==> src/rtl/pll_reconfig_responder.sv <==
// Responder side of the PLL reconfiguration parameter interface: shadow registers
// for M/N high/low counts, register read/write, and serial scan-out into the PLL.
module pll_reconfig_responder #(
    parameter logic [8:0] DEF_M_HI  = 9'd4,
    parameter logic [8:0] DEF_M_LO  = 9'd4,
    parameter logic [8:0] DEF_N_HI  = 9'd1,
    parameter logic [8:0] DEF_N_LO  = 9'd1,
    parameter int         WR_CYCLES = 2
) (
    input  logic       clock_ctr,
    input  logic       sys_reset,
    input  logic       reset_ctr,
    input  logic [3:0] counter_type,
    input  logic [2:0] counter_param,
    input  logic [8:0] data_in,
    input  logic       write_param,
    input  logic       read_param,
    input  logic       reconfig,
    input  logic       pll_areset_in,
    output logic       busy,
    output logic [8:0] data_out,
    output logic       pll_scanclk,
    output logic       pll_scandata,
    output logic       pll_configupdate,
    output logic       pll_areset,
    output logic [9:0] m_total,
    output logic [9:0] n_total
);

    typedef enum logic [2:0] {
        ST_IDLE,
        ST_WRITE,
        ST_READ,
        ST_SHIFT_L,
        ST_SHIFT_H,
        ST_UPDATE
    } state_t;

    localparam int CNT_W = (WR_CYCLES > 1) ? $clog2(WR_CYCLES) : 1;
    // Shadow index = {counter_type[0], counter_param[0]}: N_HI, N_LO, M_HI, M_LO
    localparam logic [8:0] SHADOW_DEF [4] = '{DEF_N_HI, DEF_N_LO, DEF_M_HI, DEF_M_LO};

    state_t           state_reg, state_next;
    logic [CNT_W-1:0] wr_cnt_reg, wr_cnt_next;
    logic [5:0]       bit_reg, bit_next;
    logic [2:0]       req_now, req_prev_reg, req_rise;
    logic             wr_strobe, rd_start, rd_done, scan_start, apply_strobe;
    logic             addr_ok;
    logic [1:0]       addr_idx;
    logic [3:0][8:0]  shadow_w;
    logic [35:0]      scan_vec_reg;
    logic             rd_ok_reg;
    logic [1:0]       rd_idx_reg;
    logic [8:0]       data_out_reg;
    logic [8:0]       m_hi_app_reg, m_lo_app_reg, n_hi_app_reg, n_lo_app_reg;
    logic             pll_areset_reg;

    // Bit order: 0 = write, 1 = read, 2 = reconfig
    assign req_now  = {reconfig, read_param, write_param};
    assign addr_ok  = (counter_type < 4'd2) && (counter_param < 3'd2);
    assign addr_idx = {counter_type[0], counter_param[0]};

    generate
        for (genvar gi = 0; gi < 3; gi++) begin : g_rise
            assign req_rise[gi] = req_now[gi] & ~req_prev_reg[gi];
        end

        for (genvar gi = 0; gi < 4; gi++) begin : g_shadow
            logic [8:0] sh_reg;
            always_ff @(posedge clock_ctr or posedge sys_reset) begin
                if (sys_reset) begin
                    sh_reg <= SHADOW_DEF[gi];
                end else if (reset_ctr) begin
                    sh_reg <= SHADOW_DEF[gi];
                end else if (wr_strobe && addr_ok && (addr_idx == 2'(gi))) begin
                    sh_reg <= data_in;
                end
            end
            assign shadow_w[gi] = sh_reg;
        end
    endgenerate

    always_comb begin
        state_next   = state_reg;
        wr_cnt_next  = wr_cnt_reg;
        bit_next     = bit_reg;
        wr_strobe    = 1'b0;
        rd_start     = 1'b0;
        rd_done      = 1'b0;
        scan_start   = 1'b0;
        apply_strobe = 1'b0;
        if (reset_ctr) begin
            state_next = ST_IDLE;
        end else begin
            case (state_reg)
                ST_IDLE: begin
                    if (req_rise[2]) begin
                        scan_start = 1'b1;
                        bit_next   = 6'd35;
                        state_next = ST_SHIFT_L;
                    end else if (req_rise[0]) begin
                        wr_strobe   = 1'b1;
                        wr_cnt_next = CNT_W'(WR_CYCLES - 1);
                        state_next  = ST_WRITE;
                    end else if (req_rise[1]) begin
                        rd_start   = 1'b1;
                        state_next = ST_READ;
                    end
                end
                ST_WRITE: begin
                    if (wr_cnt_reg == '0) begin
                        state_next = ST_IDLE;
                    end else begin
                        wr_cnt_next = wr_cnt_reg - 1'b1;
                    end
                end
                ST_READ: begin
                    rd_done    = 1'b1;
                    state_next = ST_IDLE;
                end
                ST_SHIFT_L: state_next = ST_SHIFT_H;
                ST_SHIFT_H: begin
                    if (bit_reg == 6'd0) begin
                        state_next = ST_UPDATE;
                    end else begin
                        bit_next   = bit_reg - 6'd1;
                        state_next = ST_SHIFT_L;
                    end
                end
                ST_UPDATE: begin
                    apply_strobe = 1'b1;
                    state_next   = ST_IDLE;
                end
                default: state_next = ST_IDLE;
            endcase
        end
    end

    always_ff @(posedge clock_ctr or posedge sys_reset) begin
        if (sys_reset) begin
            state_reg    <= ST_IDLE;
            wr_cnt_reg   <= '0;
            bit_reg      <= 6'd0;
            req_prev_reg <= 3'b000;
        end else begin
            state_reg    <= state_next;
            wr_cnt_reg   <= wr_cnt_next;
            bit_reg      <= bit_next;
            req_prev_reg <= req_now;
        end
    end

    // Applied copies and read data survive reset_ctr; only sys_reset clears them.
    always_ff @(posedge clock_ctr or posedge sys_reset) begin
        if (sys_reset) begin
            scan_vec_reg   <= 36'd0;
            rd_ok_reg      <= 1'b0;
            rd_idx_reg     <= 2'd0;
            data_out_reg   <= 9'd0;
            m_hi_app_reg   <= DEF_M_HI;
            m_lo_app_reg   <= DEF_M_LO;
            n_hi_app_reg   <= DEF_N_HI;
            n_lo_app_reg   <= DEF_N_LO;
            pll_areset_reg <= 1'b0;
        end else begin
            pll_areset_reg <= pll_areset_in;
            if (scan_start) begin
                scan_vec_reg <= {shadow_w[2], shadow_w[3], shadow_w[0], shadow_w[1]};
            end
            if (rd_start) begin
                rd_ok_reg  <= addr_ok;
                rd_idx_reg <= addr_idx;
            end
            if (rd_done) begin
                data_out_reg <= rd_ok_reg ? shadow_w[rd_idx_reg] : 9'd0;
            end
            if (apply_strobe) begin
                {m_hi_app_reg, m_lo_app_reg, n_hi_app_reg, n_lo_app_reg} <= scan_vec_reg;
            end
        end
    end

    assign busy             = (state_reg != ST_IDLE);
    assign pll_scanclk      = (state_reg == ST_SHIFT_H);
    assign pll_scandata     = ((state_reg == ST_SHIFT_L) || (state_reg == ST_SHIFT_H))
                              ? scan_vec_reg[bit_reg] : 1'b0;
    assign pll_configupdate = (state_reg == ST_UPDATE);
    assign pll_areset       = pll_areset_reg;
    assign data_out         = data_out_reg;
    assign m_total          = {1'b0, m_hi_app_reg} + {1'b0, m_lo_app_reg};
    assign n_total          = {1'b0, n_hi_app_reg} + {1'b0, n_lo_app_reg};

endmodule
==> config.mk <==
export PLATFORM = sky130hd
export DESIGN_NAME = pll_reconfig_responder
export DESIGN_NICKNAME = d
export VERILOG_FILES = /design/src/rtl/pll_reconfig_responder.sv
export SDC_FILE = /design/constraint.sdc
export NUM_CORES = 1
export LEC_CHECK = 0
export CAP_MARGIN = 20
export CORE_MARGIN = 2
export CORE_UTILIZATION = 35
export DETAILED_ROUTE_END_ITERATION = 16
export MAX_ROUTING_LAYER = met4
export RECOVER_POWER = 25
export REMOVE_ABC_BUFFERS = 1
export SYNTH_ARGS = -nofsm -noshare
export SYNTH_HDL_FRONTEND = slang
export SYNTH_SLANG_ARGS = --single-unit
==> constraint.sdc <==
create_clock -name clock_ctr -period 4.94 [get_ports clock_ctr]
set_input_delay 1.482 -clock clock_ctr [delete_from_list [all_inputs] [get_ports clock_ctr]]
set_output_delay 1.482 -clock clock_ctr [all_outputs]
set_load 0.1 [all_outputs]
* Word level (Yosys, flattened, before mapping)
Index checks and enable logic that the tools add are counted. W data, S select, Z words.
Cells by class: mux-type cells 44, equal/unequal tests 14, shift operators 0, bitwise gates (word level) 7, order comparisons 4, reductions and logical operators 20, $add $sub $neg 4, $mul 0, div/mod/pow operators 0
Operators with widths (number):
- $mux W9 | 10
- $mux W1 | 21
- $add A9 B9 Y10 | 2
- $bmux W9 S2 | 1
- $mux W3 | 6
- $mux W6 | 2
- $pmux W3 S4 | 1
- $pmux W6 S2 | 1
- $reduce_bool A2 Y1 | 6
- $ne A2 B2 Y1 const B | 4
- $reduce_and A4 Y1 | 2
- $lt A6 B7 Y1 const B | 1
- $bmux W1 S6 | 1
- $eq A3 B2 Y1 const B | 2
- $eq A3 B3 Y1 const B | 2
- $logic_and A1 B1 Y1 | 6
- $logic_not A6 Y1 | 1
- $sub A6 B1 Y6 const B | 1
- $ne A5 B5 Y1 const B | 1
- $eq A2 B2 Y1 const B | 2
- $lt A4 B2 Y1 const B | 1
- $not A1 Y1 | 4
- $and A1 B1 Y1 | 3
- $eq A3 B1 Y1 const B | 1
- 11 further kinds | 11
Storage, ports and cells: output and inout bits 34, latch bits 0, memories kept 0, bits in read-only memories 0, bits in writable memories 0, flip-flop bits (word level) 134

* Longest topological paths before layout
word-level depth 10, mapped depth 8

* Worst setup path after synthesis
Ideal clock, no wire load.
path type reg2out, start point register state_reg[0], end point output pll_scandata, arrival 5.538 ns, stages on the path, launching flop included 7, data required time 3.458 ns, path slack -2.080 ns, cells stage by stage dfrtp_1 > buf_2 > nor3b_1 > nor2_1 > nor2_1 > o211ai_1 > o21ai_0
Between the ends: word-level cells in the longest chain between the ends 3, elaborated cells between the ends (all ways) 4, classes of those cells 2 x eq/ne; 1 x mux; 1 x reduce/logical
RTL lines:
- from (decl) | line 43 | state_t state_reg, state_next;
- from (signal assigned) | line 146 | state_reg <= state_next;
- $eq A3 B3 Y1
- named net pll_scanclk | line 22 | output logic pll_scanclk,
- $logic_or A1 B1 Y1 | line 185 | assign pll_scandata = ((state_reg == ST_SHIFT_L) || (state_reg == ST_SHIFT_H))
- $mux W1 | line 186 | ? scan_vec_reg[bit_reg] : 1'b0;
- to (decl) | line 23 | output logic pll_scandata,
The timed path passes the listed nets, and every way through them passes these cells.

* Worst setup path after layout
start point register n_hi_app_reg[0], end point output n_total[6]
Between the ends: word-level cells in the longest chain between the ends 1
RTL lines:
- from (decl) | line 55 | logic [8:0] m_hi_app_reg, m_lo_app_reg, n_hi_app_reg, n_lo_app_reg;
- from (signal assigned) | line 178 | {m_hi_app_reg, m_lo_app_reg, n_hi_app_reg, n_lo_app_reg} <= scan_vec_reg;
- $add A9 B9 Y10 | line 191 | assign n_total = {1'b0, n_hi_app_reg} + {1'b0, n_lo_app_reg};
- to (decl) | line 27 | output logic [9:0] n_total
Every way passes these cells.

==> impl_summary.md <==
Outcome
The run finished, with violations left. The checks that failed: design-rule violations, max-capacitance violations, max-slew violations.

Power and ir drop
The net switching power figure is 0.690 mW. The part of the power in combinational logic is just over 9%. The switching share of power is 24.3%. The post-layout total power is 2.84 mW. The analysis attributes to cell leakage a power of between 3 and 4 nW.

The sequential cell fraction of total power is 42.1%. The share of total power dissipated in the clock network is 48.8%. The internal power of the cells is 2.15 mW. The largest voltage drop on the vdd net is 247 uV. The power per cell area is 359 nW/um2.

Synth
Of the synthesized area, sequential elements account for 51.3%. For this run, asynchronously set or reset flops after synthesis account for 100%. The number of warnings issued by yosys is 0. In this run the mean area of a mapped cell was 12.2 um2. The dominant cell type by area after synthesis is dfrtp_1. The count of state elements after synthesis is 134.

In the post-synthesis netlist, the biggest area contributors are dfrtp_1, mux2_2, mux4_2. Summing every instance area after synthesis gives 6550 um2. Of the post-synthesis cell area, the dominant cell type holds 48.1%.

The number of distinct standard cells referenced by the synthesized netlist is 44. The gate count of the mapped netlist is 536. The number of enable-type register cells in the synthesized netlist is 0. The most used flip-flop cell after synthesis is dfrtp_1.

Cells and area
Compared with the post-synthesis result, the final layout area differs by 20.8%. The layout net count is between 600 and 700. The area used by multi-input combinational logic is 2970 um2. The final cell count without fillers is between 800 and 900. The fraction of layout cells with a size suffix above 1 is 25.8%. The repair_antennas step left the layout with diodes totalling 0. After filler insertion, the fill cell instance count of the layout stands at around 1700. The utilization after layout is 42.7%. The sequential cells in the finished layout cover a total of about 3400 um2.

Floorplan
Measured along the x axis, the die boundary spans 141 um. The top-level port count is 57. The die covers 19800 um2.

The area of the core region is 18500 um2. The die is 141 um tall. The initial cell density of the core is 35.4%. The floorplan has 50 rows.

Worst hold path
The endpoint of the worst hold-timing path is data_out[8]$_DFFE_PP0P_. The start point of the worst hold path is data_out[8]$_DFFE_PP0P_. Along the worst hold path, the cell count comes to 2. The path class of the tightest hold or removal check is reg2reg.

Detailed routing
The wire length per cell is 17.7 um. The count of nets left with antenna violations once routing finished came out at 0. In the routed design, unresolved DRC markers number 1. The post-detailed-routing wire length is approximately 15000 um.

The vias after detailed routing is 4351. In this run, the number of DRC markers left after iteration 0 of detailed routing was 261. The detailed-routing iteration count for the pre-antenna-repair pass is 10. The via count normalized by instance count is 5.21.

Place
The weighted congestion reported at the end of routability-driven placement is 0.815. The estimated wirelength of the detail-placed design is 10700 um. The count of buffers added on input and output ports is 56. The post-placement cell count is about 800. Timing analysis after detailed placement gives a worst setup slack of between 1 and 1.5 ns.

Clocking
Clock-pin slew was measured on the worst setup and hold paths at 0.06 ns. The later pin in the worst-skew pair is clocked with a latency of about 0.4 ns. In this run, post-CTS repair resized a total of 0 instances. The number of H-tree levels is 4. TritonCTS built the clock tree. In this run the clock root is driven by a clkbuf_16. The number of sinks handled by clock tree synthesis is 134.

Clock tree synthesis inserted a total of 17 buffers. The clock tree buffer depth is 2. In this run the post-CTS setup repair buffer count came out at 0. The number of hold-repair buffers added at the cts stage is 0.

Critical path
For this design, the slowest cell found on the critical path is dfstp_2. The depth of the most critical reg-to-reg path is 5. The maximum single-stage delay on the critical path is 0.53 ns. The worst setup path is captured at an output pin. The critical path is of the reg2out type. For the worst setup path, the data arrival time is between 2 and 3 ns.

The worst endpoint required time is 3.46 ns. Setup slack on the worst reg-to-reg path comes out at around 2.5 ns. The worst setup path is launched from a register. The critical path goes through ha_1, inv_1, fa_1, nor2b_1, o21a_1, o21ai_0, a211o_1, o311ai_0, buf_4.

The biggest fanout along the worst timing path is 3. The reg-to-reg critical path endpoint is g_shadow[2].sh_reg[3]$_DFFE_PP0P_. The worst register-to-register path begins at state_reg[0]$_DFFE_PP0P_.

Global routing
Global routing finished with a remaining overflow of 0. The wire length of the first global-routing pass is around 24000 um. The total global-route track usage is 16.4%. The via count of the first global-routing pass was approximately 4500. The initial antenna violation count is 0. The pin count of the biggest net entering global routing is 97.

Timing
The final count of pins violating max slew is 40. At the pin with the least slew margin, the transition time is 1.79 ns. Hold is met by approximately 0.48 ns. Derived from the worst setup path, the maximum achievable clock frequency is 235 MHz. Of the available clock period, the critical path in the final layout requires between 80 and 90%. The final number of hold-violating endpoints is 0.

In the post-route analysis, the smallest setup slack over all paths is 0.688 ns. The time the final worst path needs with I/O delays and setup is ~4.3 ns. Setup violations remaining at the end of the flow were counted as 0. Setup repair after global routing left no endpoint under its margin. In this run the tightest slew margin relative to its limit is -20.3%. The worst setup skew after layout is about 0.0064 ns.

Flow run
The number of max-cap violations is 1.
[layout by cell type, fill, tap and decap left out, types with 3 or more instances in the layout]
cell type / n
nor3_1: 7
nand2_1: 33
xor2_1: 5
a31oi_1: 3
dfrtp_1: 126
nor3b_1: 4
bufinv_16: 5
nand4b_1: 3
xnor2_1: 11
clkbuf_16: 17
mux2_2: 71
mux4_2: 18
nand3_1: 6
o21ai_0: 26
nand2b_1: 4
nor2b_1: 6
nor4_1: 3
clkinvlp_4: 3
dfstp_2: 8
nor2_1: 48
o21a_1: 3
ha_1: 19
clkdlybuf4s50_1: 31
mux2i_1: 34
buf_4: 23
a21oi_1: 19
dlygate4sd3_1: 5
inv_1: 22
a211o_1: 6
[critical path: cells and delay by family, from the launching register on]
kind	cells	cell delay, ns
DFF	1	0.53
adders and majority gates	2	0.56
and+or+nand+nor	1	0.14
AOI/OAI and AO/OA	4	0.71
buffers and inverters	2	0.42
[area by class of cell]
class / count / area share (%)
Inverter: 23 / 1.11
Multi-Input combinational cell: 352 / 37.6
Clock inverter: 12 / 2.53
Tap cell: 234 / 3.70
Clock buffer: 20 / 5.77
Sequential cell: 134 / 42.5
Timing Repair Buffer: 60 / 6.83
[how the worst max path moves through the flow]
stage | cells past startpoint | from | endpoint
2_1_floorplan | 5 | state_reg[0]$_DFFE_PP0P_ | pll_scandata
3_3_place_gp | 5 | counter_type[2] | g_shadow[3].sh_reg[2]$_DFFE_PP1P_
3_5_place_dp | 6 | counter_type[2] | g_shadow[3].sh_reg[0]$_DFFE_PP0P_
4_1_cts | 9 | n_hi_app_reg[0]$_DFFE_PP1P_ | n_total[6]
5_1_grt | 3 | sys_reset | scan_vec_reg[1]$_DFFE_PP0P_
6_report | 9 | n_hi_app_reg[0]$_DFFE_PP1P_ | n_total[6]
[synth_stat cells (8+ instances only)]
master,count
dfrtp_1,126
mux2_2,71
nor2_1,48
mux2i_1,34
nand2_1,33
o21ai_0,26
inv_1,23
a21oi_1,19
ha_1,19
mux4_2,18
buf_2,13
clkbuf_1,11
xnor2_1,11
dfstp_2,8
nor3_1,8
[cells by family (layout without fill, tap and decap cells)]
logic type                 Yosys count  count (layout)  synth area share (%)
DFF                                134             134                  51.3
and+or+nand+nor                    125             125                  9.23
muxes                              123             123                  23.6
AOI/OAI and AO/OA                   67              67                  6.11
buffers and inverters               50             115                  3.34
adders and majority gates           21              21                  4.24
xor gates and xnor gates            16              16                  2.14
[routing by layer]
metal / wire length (um) / track usage [%] / up-vias
met3: 724 / 4.76 / 21
met1: 6520 / 20.5 / 2201
met2: 7250 / 25.6 / 106
met5: 0 / - / -
met4: 311 / 5.68 / 0
li1: - / - / 2023
[per-stage QoR]
step	area, um2	setup TNS, ns
after floorplan	6420	-18.80
after global placement	7270	0
after detailed placement	7270	0
after CTS	7930	0
after global routing	7910	0
final	7910	0
[power groups by stage]
stage / Clock (mW) / Combinational (mW) / Sequential [mW]
after floorplan: 0 / 0.180 / 1.20
after global placement: 0 / 0.259 / 1.21
after detailed placement: 0 / 0.263 / 1.22
after CTS: 1.42 / 0.264 / 1.20
after global routing: 1.47 / 0.278 / 1.20
final: 1.39 / 0.257 / 1.20
(Power assumes the default switching activity.)
